===== config.mk =====
export PLATFORM = sky130hd
export DESIGN_NAME = priority_encoder_32x5
export DESIGN_NICKNAME = d
export VERILOG_FILES = /design/src/rtl/priority_encoder_32x5.sv
export SDC_FILE = /design/constraint.sdc
export NUM_CORES = 1
export LEC_CHECK = 0
export ABC_AREA = 1
export CAP_MARGIN = 20
export CORE_MARGIN = 2
export CORE_UTILIZATION = 42
export CTS_CLUSTER_SIZE = 10
export DETAILED_ROUTE_END_ITERATION = 10
export GPL_ROUTABILITY_DRIVEN = 0
export HOLD_SLACK_MARGIN = 0.1
export PLACE_DENSITY = 0.85
export RECOVER_POWER = 100
export SKIP_LAST_GASP = 1
export SLEW_MARGIN = 20
export SYNTH_ARGS = -nofsm -noshare
export SYNTH_HDL_FRONTEND = slang
export SYNTH_SLANG_ARGS = --single-unit

===== constraint.sdc =====
create_clock -name clk -period 5.77 [get_ports clk]
set_clock_uncertainty 0.1 [all_clocks]
set_input_delay 1.154 -clock clk [delete_from_list [all_inputs] [get_ports clk]]
set_output_delay 1.154 -clock clk [all_outputs]
set_load 0.02 [all_outputs]

===== src/rtl/priority_encoder_32x5.sv =====
// Registered 32-to-5 priority encoder: sticky pending requests, masked highest-index
// grant held in eout/valid until the consumer acks it.
module priority_encoder_32x5 #(
  parameter int N = 32,
  parameter int W = 5
) (
  input  logic         clk,
  input  logic         clr,
  input  logic [N-1:0] req,
  input  logic         ld,
  input  logic [N-1:0] mask,
  input  logic         ack,
  output logic [W-1:0] eout,
  output logic         valid,
  output logic [N-1:0] pending
);

  typedef enum logic [0:0] {
    IDLE    = 1'b0,
    PRESENT = 1'b1
  } state_t;

  state_t         state_r, state_next_s;
  logic [W-1:0]   eout_r, eout_next_s;
  logic           valid_r, valid_next_s;
  logic [N-1:0]   pending_r, pending_next_s;
  logic [N-1:0]   eligible_s;
  logic [N-1:0]   clr_vec_s;
  logic [W-1:0]   enc_s;
  logic           found_s;

  // Later iterations overwrite earlier ones, so the highest set index wins.
  function automatic logic [W-1:0] encode_high(input logic [N-1:0] vec);
    logic [W-1:0] idx;
    idx = {W{1'b0}};
    for (int i = 0; i < N; i++) begin
      if (vec[i]) begin
        idx = W'(i);
      end else begin
        idx = idx;
      end
    end
    return idx;
  endfunction

  function automatic logic [N-1:0] onehot(input logic [W-1:0] idx);
    logic [N-1:0] v;
    v = {N{1'b0}};
    v[idx] = 1'b1;
    return v;
  endfunction

  // Eligibility, encoding and pending-register update (set wins over ack clear).
  always_comb begin
    eligible_s = pending_r & mask;
    enc_s      = encode_high(eligible_s);
    found_s    = |eligible_s;
    if ((state_r == PRESENT) && ack) begin
      clr_vec_s = onehot(eout_r);
    end else begin
      clr_vec_s = {N{1'b0}};
    end
    pending_next_s = (pending_r & ~clr_vec_s) | (ld ? req : {N{1'b0}});
  end

  // Grant FSM: capture a code in IDLE, freeze it in PRESENT until ack.
  always_comb begin
    state_next_s = state_r;
    eout_next_s  = eout_r;
    valid_next_s = valid_r;
    case (state_r)
      IDLE: begin
        if (found_s) begin
          eout_next_s  = enc_s;
          valid_next_s = 1'b1;
          state_next_s = PRESENT;
        end else begin
          valid_next_s = 1'b0;
        end
      end
      PRESENT: begin
        if (ack) begin
          valid_next_s = 1'b0;
          state_next_s = IDLE;
        end else begin
          valid_next_s = 1'b1;
        end
      end
      default: begin
        valid_next_s = 1'b0;
        state_next_s = IDLE;
      end
    endcase
  end

  // State and output registers.
  always_ff @(posedge clk or negedge clr) begin
    if (!clr) begin
      state_r   <= IDLE;
      eout_r    <= {W{1'b0}};
      valid_r   <= 1'b0;
      pending_r <= {N{1'b0}};
    end else begin
      state_r   <= state_next_s;
      eout_r    <= eout_next_s;
      valid_r   <= valid_next_s;
      pending_r <= pending_next_s;
    end
  end

  assign eout    = eout_r;
  assign valid   = valid_r;
  assign pending = pending_r;

endmodule


==> impl_metrics.csv, run 1 <==
group,metric,value,unit
worst_setup_path,crit_buf_inv,2,
worst_setup_path,cp-start-kind,"input pin",
place,postPlaceCellArea,3080,µm²
logic_synthesis,yosysTopAreaCellShare,0.481,
clock_tree,cts_hold_buf,0,
power,power.density,291,nW/µm²
worst_setup_path,crit_path_frequent_cell,"nand2_1",
route,vias_per_cell,5.13,
sta,tightestPinTransition,2.03,ns
sta,rsz0062_at_grt,"false",
floorplanning,die_h,72.6,µm
global_route,grt_pass1_vias,2309,
clock_tree,clk_pin_slew,0.07,ns
worst_setup_path,critPathCaptureType,"flip-flop",
worst_setup_path,worstSetupPathType,"input pin to flip-flop",
cells_and_area,drive_above_1_share,0.0568,
sta,fin_tns_setup,0,ns
cells_and_area,area_delta_synth_final,59.7,%
floorplanning,die_area,5280,µm²
route,drcViolationCount,0,
power,peakVddDrop,185,µV
logic_synthesis,yosysMostFrequentCell,"nand2_1",
sta,timing.final.ws_setup,2.67,ns
global_route,grt_antenna_before_repair,0,
logic_synthesis,synthFlopType,"dfrtp_1",
worst_setup_path,critical-path-top-delay-family,"simple AND/OR/NAND/NOR gates",
sta,setup_violations,0,
global_route,grt_overflow_total,0,
cells_and_area,diodes,0,
clock_tree,root_buffer,"clkbuf_8",
route,drtPass1Iterations,4,
logic_synthesis,synth_cell_types,18,
place,portBuffers,105,
logic_synthesis,syn_inst,277,
route,routed_wl,6130,µm
logic_synthesis,async_reset_ff_frac,1.00,
logic_synthesis,ys_seq_area_frac,0.481,
clock_tree,ctsResizeCount,0,
route,wire_per_inst,14.0,µm
cells_and_area,design_area,3160,µm²
logic_synthesis,syn_avg_cell_area,7.14,µm²
worst_setup_path,cp_max_fo,2,
sta,period_minus_slack,3.10,ns
worst_setup_path,worstReg2RegStart,"pending[1]$_DFF_PN0_",
sta,maxSlewViolCount,39,
job,cap_viol_max_count,1,
place,hpwl,4690,µm
place,dp_cells,431,
global_route,grt_start_max_net_pins,39,
logic_synthesis,synth_edf_count,0,
floorplanning,start_util,0.445,
route,via_count,2251,
min_path,hold_path.class,"flip-flop to flip-flop",
route,ant_nets,0,
cells_and_area,final_util,0.711,
logic_synthesis,synth_area_leaders,"dfrtp_1, nand2_1, o21ai_0",
sta,fmaxAchievable,323,MHz
floorplanning,die_w,72.6,µm
clock_tree,tritoncts,"built",
worst_setup_path,cpMaxStageDelayCell,"clkdlybuf4s50_1",
route,dr.first_iter.drc_count,128,
worst_setup_path,crit_start,"mask[1]",
logic_synthesis,syn_area,1980,µm²
sta,hold_violations,0,
worst_setup_path,crit_required,5.89,ns
logic_synthesis,synth_warnings,0,
sta,relSlewSlack,-0.355,
floorplanning,coreArea,4440,µm²
place,place_ws,2.39,ns
sta,layout_worst_path_cycle_share,0.537,
cells_and_area,layoutNonFillerInstCount,439,
power,p_leak,1.25,nW
floorplanning,rows,24,
logic_synthesis,synth_top_cell_by_area,"dfrtp_1",
clock_tree,cts_buffer_depth,2,
cells_and_area,nets,454,
worst_setup_path,cp_slowest_stage_delay,0.46,ns
worst_setup_path,arrival,3.22,ns
logic_synthesis,synth-seq-cells,38,
global_route,grt_pass1_wl,10200,µm
outcome,status,"complete, but fails checks",
logic_synthesis,syn_nets,345,
logic_synthesis,yosys-top-cells-count,"nand2_1, dfrtp_1, o21ai_0",
min_path,min_from,"pending[26]$_DFF_PN0_",
clock_tree,post_cts_buffers,0,
clock_tree,cts_buffers,5,
floorplanning,pin_count,106,
global_route,grt.total_usage,0.247,
clock_tree,cts.sinks,38,
clock_tree,insertion_delay,0.29,ns
outcome,failed_checks,"max-capacitance violations, max-slew violations",
clock_tree,cts_htree_levels,2,
[per-stage QoR]
stage / hold slack [ns] / power (mW)
CTS: 0.435 / 0.943
global route: 0.469 / 0.977
global placement: 0.409 / 0.744
floorplan: 0.527 / 0.551
finish: 0.425 / 0.918
detailed placement: 0.422 / 0.754
[final timing paths]
check | endpoint | slack (ns) | cells after the start
worst max-delay path | eout[0]$_DFFE_PN0P_ | 2.67 | 33
worst min-delay path | pending[26]$_DFF_PN0_ | 0.43 | 2
min in group asynchronous | pending[4]$_DFF_PN0_ | 1.34 | 1
worst min register to register | pending[26]$_DFF_PN0_ | 0.43 | 2
max in group asynchronous | pending[21]$_DFF_PN0_ | 3.07 | 1
worst max register to register | eout[0]$_DFFE_PN0P_ | 3.60 | 32
[cell families (layout without fill, tap and decap cells)]
family                 Yosys count  count (layout)  synth area share
AO/OA/AOI/OAI                   43              43             0.114
buffers and inverters           14             124            0.0266
flip-flops                      38              38             0.481
AND/OR/NAND/NOR                182             182             0.378
[layout make-up]
| type | count | area [µm²] |
|---|---|---|
| clock buffers | 7 | 86.3 |
| clock inverters | 1 | 5.00 |
| fillers | 388 | 1280 |
| inverters | 11 | 41.3 |
| multi-input cells | 225 | 971 |
| flip-flops and latches | 38 | 951 |
| well taps | 52 | 65.1 |
| repair buffers | 105 | 1040 |
[power by group]
group,total (mW),switching [mW],internal (mW)
Clock,0.189,0.0928,0.0964
Combinational,0.370,0.221,0.149
Sequential,0.360,0.0473,0.312
Total,0.918,0.361,0.557
[routing by layer]
metal,vias up,routed length [µm],part of all wire,global-route usage
li1,1107,-,-,-
met1,1033,2600,0.42,0.310
met2,102,3000,0.49,0.424
met3,9,453,0.074,0.0552
met4,0,74,0.012,0.0720
met5,-,0,0,0
[layout by cell type, fill, tap and decap left out, drive strengths merged]
cell type / count
dfrtp: 38
clkbuf: 8
nand2: 150
o21ai: 37
inv: 11
a22oi: 1
clkdlybuf4s50: 63
a32oi: 1
buf: 1
a21oi: 3
nand3: 13
a31oi: 1
nand4: 2
dlygate4sd3: 40
nor2: 16
nor3: 1
clkinv: 1
[tightest hold or removal path, stage by stage (launching register included)]
cell     delay [ns]
dfrtp_1        0.36
o21ai_0        0.08
nand2_1        0.06
[registers in the layout, indices dropped and copies added (netlist names)]
signal,flops
pending,32
valid,1
eout,5
Note: power is estimated with default switching activity, not from simulation.
==> run 2: changes to the inputs <==
- CORE_UTILIZATION: 42 -> 39
- PLACE_DENSITY: 0.85 -> 0.8
- clock period: 5.77 -> 3.2 ns (I/O delays scaled with it)
==> run 2 against run 1 <==
Compared with the run above: the flow still finishes with violations (max-capacitance violations, max-slew violations); non-clock buffer count increased by 1; combinational power increased by 80%; clock-buffer cell count decreased by 1; first-iteration DRC count decreased by 34%; power increased by 79%; largest cell class unchanged; largest power group unchanged.
==> impl_metrics.csv, run 2 (synthesis results as in run 1) <==
group,metric,value,unit
outcome,status,"complete, but fails checks",
outcome,failed_checks,"max-capacitance violations, max-slew violations",
floorplanning,coreArea,4820,µm²
clock_tree,ctsResizeCount,0,
route,dr.first_iter.drc_count,85,
power,p_clk_frac,0.199,
global_route,met1_usage,0.291,
route,ant_nets,0,
power,peakVddDrop,271,µV
place,portBuffers,105,
sta,period_minus_slack,2.58,ns
worst_setup_path,cpMaxStageDelayCell,"clkdlybuf4s50_1",
worst_setup_path,critical-path-top-delay-family,"simple AND/OR/NAND/NOR gates",
place,hpwl,4630,µm
sta,layout_worst_path_cycle_share,0.807,
floorplanning,start_util,0.411,
global_route,grtUsageMet2,0.389,
min_path,min_from,"pending[16]$_DFF_PN0_",
sta,hold_violations,0,
clock_tree,clk_pin_slew,0.07,ns
worst_setup_path,crit_start,"mask[1]",
worst_setup_path,cp_max_fo,2,
route,via_count,2205,
worst_setup_path,worstSetupPathType,"input pin to flip-flop",
worst_setup_path,crit_buf_inv,2,
route,drtPass1Iterations,4,
power,p_leak,1.25,nW
global_route,grt_start_max_net_pins,39,
global_route,grt_antenna_before_repair,0,
clock_tree,cts_buffers,5,
clock_tree,tritoncts,"built",
global_route,grt.busiest_layer,"met2",
clock_tree,cts_hold_buf,0,
clock_tree,post_cts_buffers,0,
power,combPwrFrac,0.405,
sta,fmaxAchievable,387,MHz
route,vias_per_cell,4.87,
worst_setup_path,crit_required,3.32,ns
global_route,grt_pass1_vias,2183,
worst_setup_path,cp-start-kind,"input pin",
global_route,grt_pass1_wl,9780,µm
cells_and_area,drive_above_1_share,0.0544,
worst_setup_path,critPathCaptureType,"flip-flop",
power,power.switching,0.644,mW
worst_setup_path,crit_path_frequent_cell,"nand2_1",
sta,relSlewSlack,-0.381,
power,power.share.switching,0.392,
power,power.density,516,nW/µm²
floorplanning,pin_count,106,
cells_and_area,final_cell_mix,"nand2_1, clkdlybuf4s50_1, dlygate4sd3_1",
clock_tree,cts_buffer_depth,2,
sta,rsz0062_at_grt,"false",
floorplanning,rows,25,
worst_setup_path,cp_slowest_stage_delay,0.45,ns
sta,setup_violations,0,
clock_tree,root_buffer,"clkbuf_8",
cells_and_area,final_common_cell,"nand2_1",
power,intPower,0.999,mW
route,drcViolationCount,0,
sta,fin_tns_setup,0,ns
place,dp_cells,447,
clock_tree,cts.sinks,38,
job,cap_viol_max_count,1,
cells_and_area,largest_register_ffs,32,
cells_and_area,nets,455,
clock_tree,insertion_delay,0.29,ns
worst_setup_path,arrival,2.70,ns
min_path,hold_path.class,"flip-flop to flip-flop",
power,power.total,1.64,mW
global_route,grt.total_usage,0.232,
floorplanning,die_w,75.2,µm
sta,tightestPinTransition,2.07,ns
global_route,grtUsageMet3,0.0629,
cells_and_area,area_delta_synth_final,60.8,%
global_route,grt_overflow_total,0,
cells_and_area,layoutNonFillerInstCount,453,
floorplanning,die_h,75.2,µm
worst_setup_path,worstReg2RegStart,"pending[1]$_DFF_PN0_",
route,routed_wl,6090,µm
sta,maxSlewViolCount,39,
route,wire_per_inst,13.4,µm
clock_tree,cts_htree_levels,2,
cells_and_area,diodes,0,
cells_and_area,final_util,0.661,
floorplanning,die_area,5660,µm²
power,seqPwrFrac,0.396,
[run 2: cell types whose count changed in the layout (fill, tap and decap cells not counted)]
| cell | change |
|---|---|
| buf_2 | -1 |
| buf_4 | +1 |
| clkbuf_1 | -1 |
| clkdlybuf4s50_1 | +1 |
| clkinv_2 | -1 |
[run 2: per-layer routing]
layer	share of wire	vias to the layer above
met4	0.020	0
met5	0	-
met2	0.48	82
met3	0.081	10
li1	-	1113
met1	0.42	1000
[run 2: power groups by stage]
stage | Sequential [mW] | Combinational [mW] | Clock [mW]
global placement | 0.656 | 0.688 | 0
finish | 0.650 | 0.666 | 0.327
floorplan | 0.747 | 0.247 | 0
CTS | 0.652 | 0.704 | 0.333
global route | 0.664 | 0.730 | 0.352
detailed placement | 0.661 | 0.699 | 0
[run 2: layout make-up]
| cell class | count | area [µm²] |
|---|---|---|
| Fill cell | 459 | 1640 |
| Multi-Input combinational cell | 225 | 971 |
| Sequential cell | 38 | 951 |
| Timing Repair Buffer | 106 | 1050 |
| Clock buffer | 6 | 82.6 |
| Tap cell | 67 | 83.8 |
| Inverter | 11 | 41.3 |
[run 2: tightest hold or removal path, cell delays in order, from the launching register on]
cell,delay (ns)
dfrtp_1,0.35
o21ai_0,0.08
nand2_1,0.06
[run 2: final timing paths]
check,endpoint,slack (ns),cells past startpoint
max,eout[0]$_DFFE_PN0P_,0.62,33
min,pending[16]$_DFF_PN0_,0.42,2
max reg2reg,eout[0]$_DFFE_PN0P_,1.04,32
min reg2reg,pending[16]$_DFF_PN0_,0.42,2
max in group asynchronous,pending[29]$_DFF_PN0_,0.97,1
min in group asynchronous,pending[8]$_DFF_PN0_,0.83,1
[run 2: through the flow]
stage | setup slack [ns] | area, µm² | hold slack [ns]
after floorplan | 0.968 | 1980 | 0.244
after global placement | 0.371 | 3100 | 0.407
after detailed placement | 0.356 | 3100 | 0.414
after CTS | 0.617 | 3190 | 0.378
after global routing | 0.206 | 3180 | 0.467
final | 0.617 | 3180 | 0.420
==> run 3: changes to the inputs <==
- CORE_UTILIZATION: 39 -> 35
- PLACE_DENSITY: 0.8 -> 0.76
- clock period: 3.2 -> 2.2 ns (I/O delays scaled with it)
==> run 3 against run 2 <==
Compared with the run above: the run now ends clean; clock-buffer cell count is 1 higher; die area increased by 11%; worst setup slack worse by 0.57 ns; clock power up 38%; routed wire length up 3.2%; power grew 49%; sequential cell count unchanged; register-to-register slack worse by 0.97 ns; non-clock buffer count increased by 21; worst hold slack worse by 0.14 ns; first-iteration DRC count is 18% lower; largest power group unchanged.
==> impl_metrics.csv, run 3 (synthesis results as in run 1) <==
group,metric,value,unit
route,drcViolationCount,0,
power,power.density,737,nW/µm²
worst_setup_path,crit_required,2.27,ns
sta,timing.final.ws_setup,0.0486,ns
outcome,status,"finished clean",
worst_setup_path,cp_max_fo,2,
sta,hold_violations,0,
clock_tree,cts_buffer_depth,2,
worst_setup_path,reg2reg_setup_slack,0.07,ns
cells_and_area,layoutNonFillerInstCount,480,
place,portBuffers,105,
cells_and_area,final_cell_mix,"nand2_1, clkdlybuf4s50_1, dfrtp_1",
sta,tightestPinTransition,0.966,ns
cells_and_area,final_util,0.607,
global_route,grt_antenna_before_repair,0,
worst_setup_path,worst-path-stages,28,
job,cap_viol_max_count,0,
sta,period_minus_slack,2.15,ns
route,routed_wl,6280,µm
worst_setup_path,arrival,2.22,ns
place,postPlaceCellArea,3250,µm²
sta,rsz0062_at_grt,"true",
clock_tree,root_buffer,"clkbuf_8",
cells_and_area,area_delta_synth_final,68.0,%
power,peakVddDrop,343,µV
floorplanning,coreArea,5470,µm²
place,hpwl,4760,µm
cells_and_area,num-fill-cells,529,
clock_tree,cts_buffers,5,
route,dr.first_iter.drc_count,70,
sta,fin_tns_setup,0,ns
sta,layout_worst_path_cycle_share,0.978,
cells_and_area,final_common_cell,"nand2_1",
global_route,grt_overflow_total,0,
route,drtPass1Iterations,4,
global_route,grt_pass1_wl,9790,µm
route,wire_per_inst,13.1,µm
cells_and_area,multiInputGateArea,977,µm²
global_route,grt_start_max_net_pins,39,
floorplanning,pin_count,106,
floorplanning,die_h,79.2,µm
sta,maxSlewViolCount,0,
worst_setup_path,critPathCaptureType,"flip-flop",
clock_tree,cts.sinks,38,
clock_tree,insertion_delay,0.28,ns
worst_setup_path,worstReg2RegStart,"pending[2]$_DFF_PN0_",
floorplanning,die_w,79.2,µm
worst_setup_path,crit_buf_inv,1,
clock_tree,cts_hold_buf,0,
worst_setup_path,worstSetupPathType,"input pin to flip-flop",
floorplanning,die_area,6270,µm²
worst_setup_path,reg2reg_depth,31,
clock_tree,cts_htree_levels,2,
clock_tree,tritoncts,"built",
cells_and_area,drive_above_1_share,0.0980,
global_route,grt_pass1_vias,2059,
power,p_leak,1.42,nW
cells_and_area,largest_register_ffs,32,
cells_and_area,nets,476,
worst_setup_path,cpMaxStageDelayCell,"clkdlybuf4s50_1",
worst_setup_path,cp_slowest_stage_delay,0.50,ns
worst_setup_path,crit_path_frequent_cell,"nand2_1",
floorplanning,rows,27,
sta,relSlewSlack,0.356,
cells_and_area,seq_area,951,µm²
place,dp_cells,470,
floorplanning,start_util,0.361,
worst_setup_path,cp-start-kind,"input pin",
min_path,hold_path.class,"input pin to asynchronous set/reset pin",
route,ant_nets,0,
clock_tree,clk_pin_slew,0.07,ns
worst_setup_path,r2r_end,"eout[0]$_DFFE_PN0P_",
route,vias_per_cell,4.71,
worst_setup_path,critical-path-top-delay-family,"simple AND/OR/NAND/NOR gates",
cells_and_area,design_area,3320,µm²
place,place_ws,-0.475,ns
sta,fmaxAchievable,465,MHz
global_route,grt.total_usage,0.201,
sta,setup_violations,0,
route,via_count,2263,
cells_and_area,diodes,0,
run 3: cell types whose count changed in the layout (fill, tap and decap cells not counted), sizes merged:
cell,previous run,this run
clkdlybuf4s50,64,89
buf,1,18
dlygate4sd2,0,5
dlygate4sd3,40,10
clkbuf,7,12
run 3: area by class of cell:
class | instances | share of cell area
clock buffer | 7 | 0.0230
inverter | 11 | 0.0124
multi-input combinational | 225 | 0.294
sequential | 38 | 0.286
tap | 72 | 0.0271
timing repair buffer | 127 | 0.357
run 3: how the worst max path moves through the flow:
| stage | startpoint | end |
|---|---|---|
| global placement | mask[1] | eout[0]$_DFFE_PN0P_ |
| global route | pending[2]$_DFF_PN0_ | eout[0]$_DFFE_PN0P_ |
| detailed placement | mask[1] | eout[0]$_DFFE_PN0P_ |
| floorplan | pending[1]$_DFF_PN0_ | eout[0]$_DFFE_PN0P_ |
| finish | mask[6] | eout[0]$_DFFE_PN0P_ |
| CTS | pending[1]$_DFF_PN0_ | eout[0]$_DFFE_PN0P_ |
run 3: routing by layer:
metal	GRT usage	share of wire	wire length (µm)	vias to the layer above
li1	-	-	-	1149
met5	0	0	0	-
met4	0.0483	0.011	68	0
met1	0.269	0.45	2830	1027
met3	0.0455	0.072	450	6
met2	0.331	0.47	2930	81
run 3: where the power goes:
part,switching (mW),internal [mW]
Clock,0.233,0.218
Combinational,0.593,0.462
Sequential,0.124,0.819
Total,0.950,1.50
run 3: per-stage QoR:
step / power, mW / hold slack [ns]
2_1_floorplan: 1.45 / 0.0444
3_3_place_gp: 2.02 / 0.404
3_5_place_dp: 2.04 / 0.413
4_1_cts: 2.50 / 0.115
5_1_grt: 2.60 / 0.375
6_report: 2.45 / 0.282
run 3: repair_timing:
| item | 4_1_cts | 5_1_grt |
|---|---|---|
| setup endpoints to repair | 1 | 1 |
| buffers inserted | 0 | 3 |
| resized for setup | 5 | 1 |
| pin swaps | 2 | 3 |
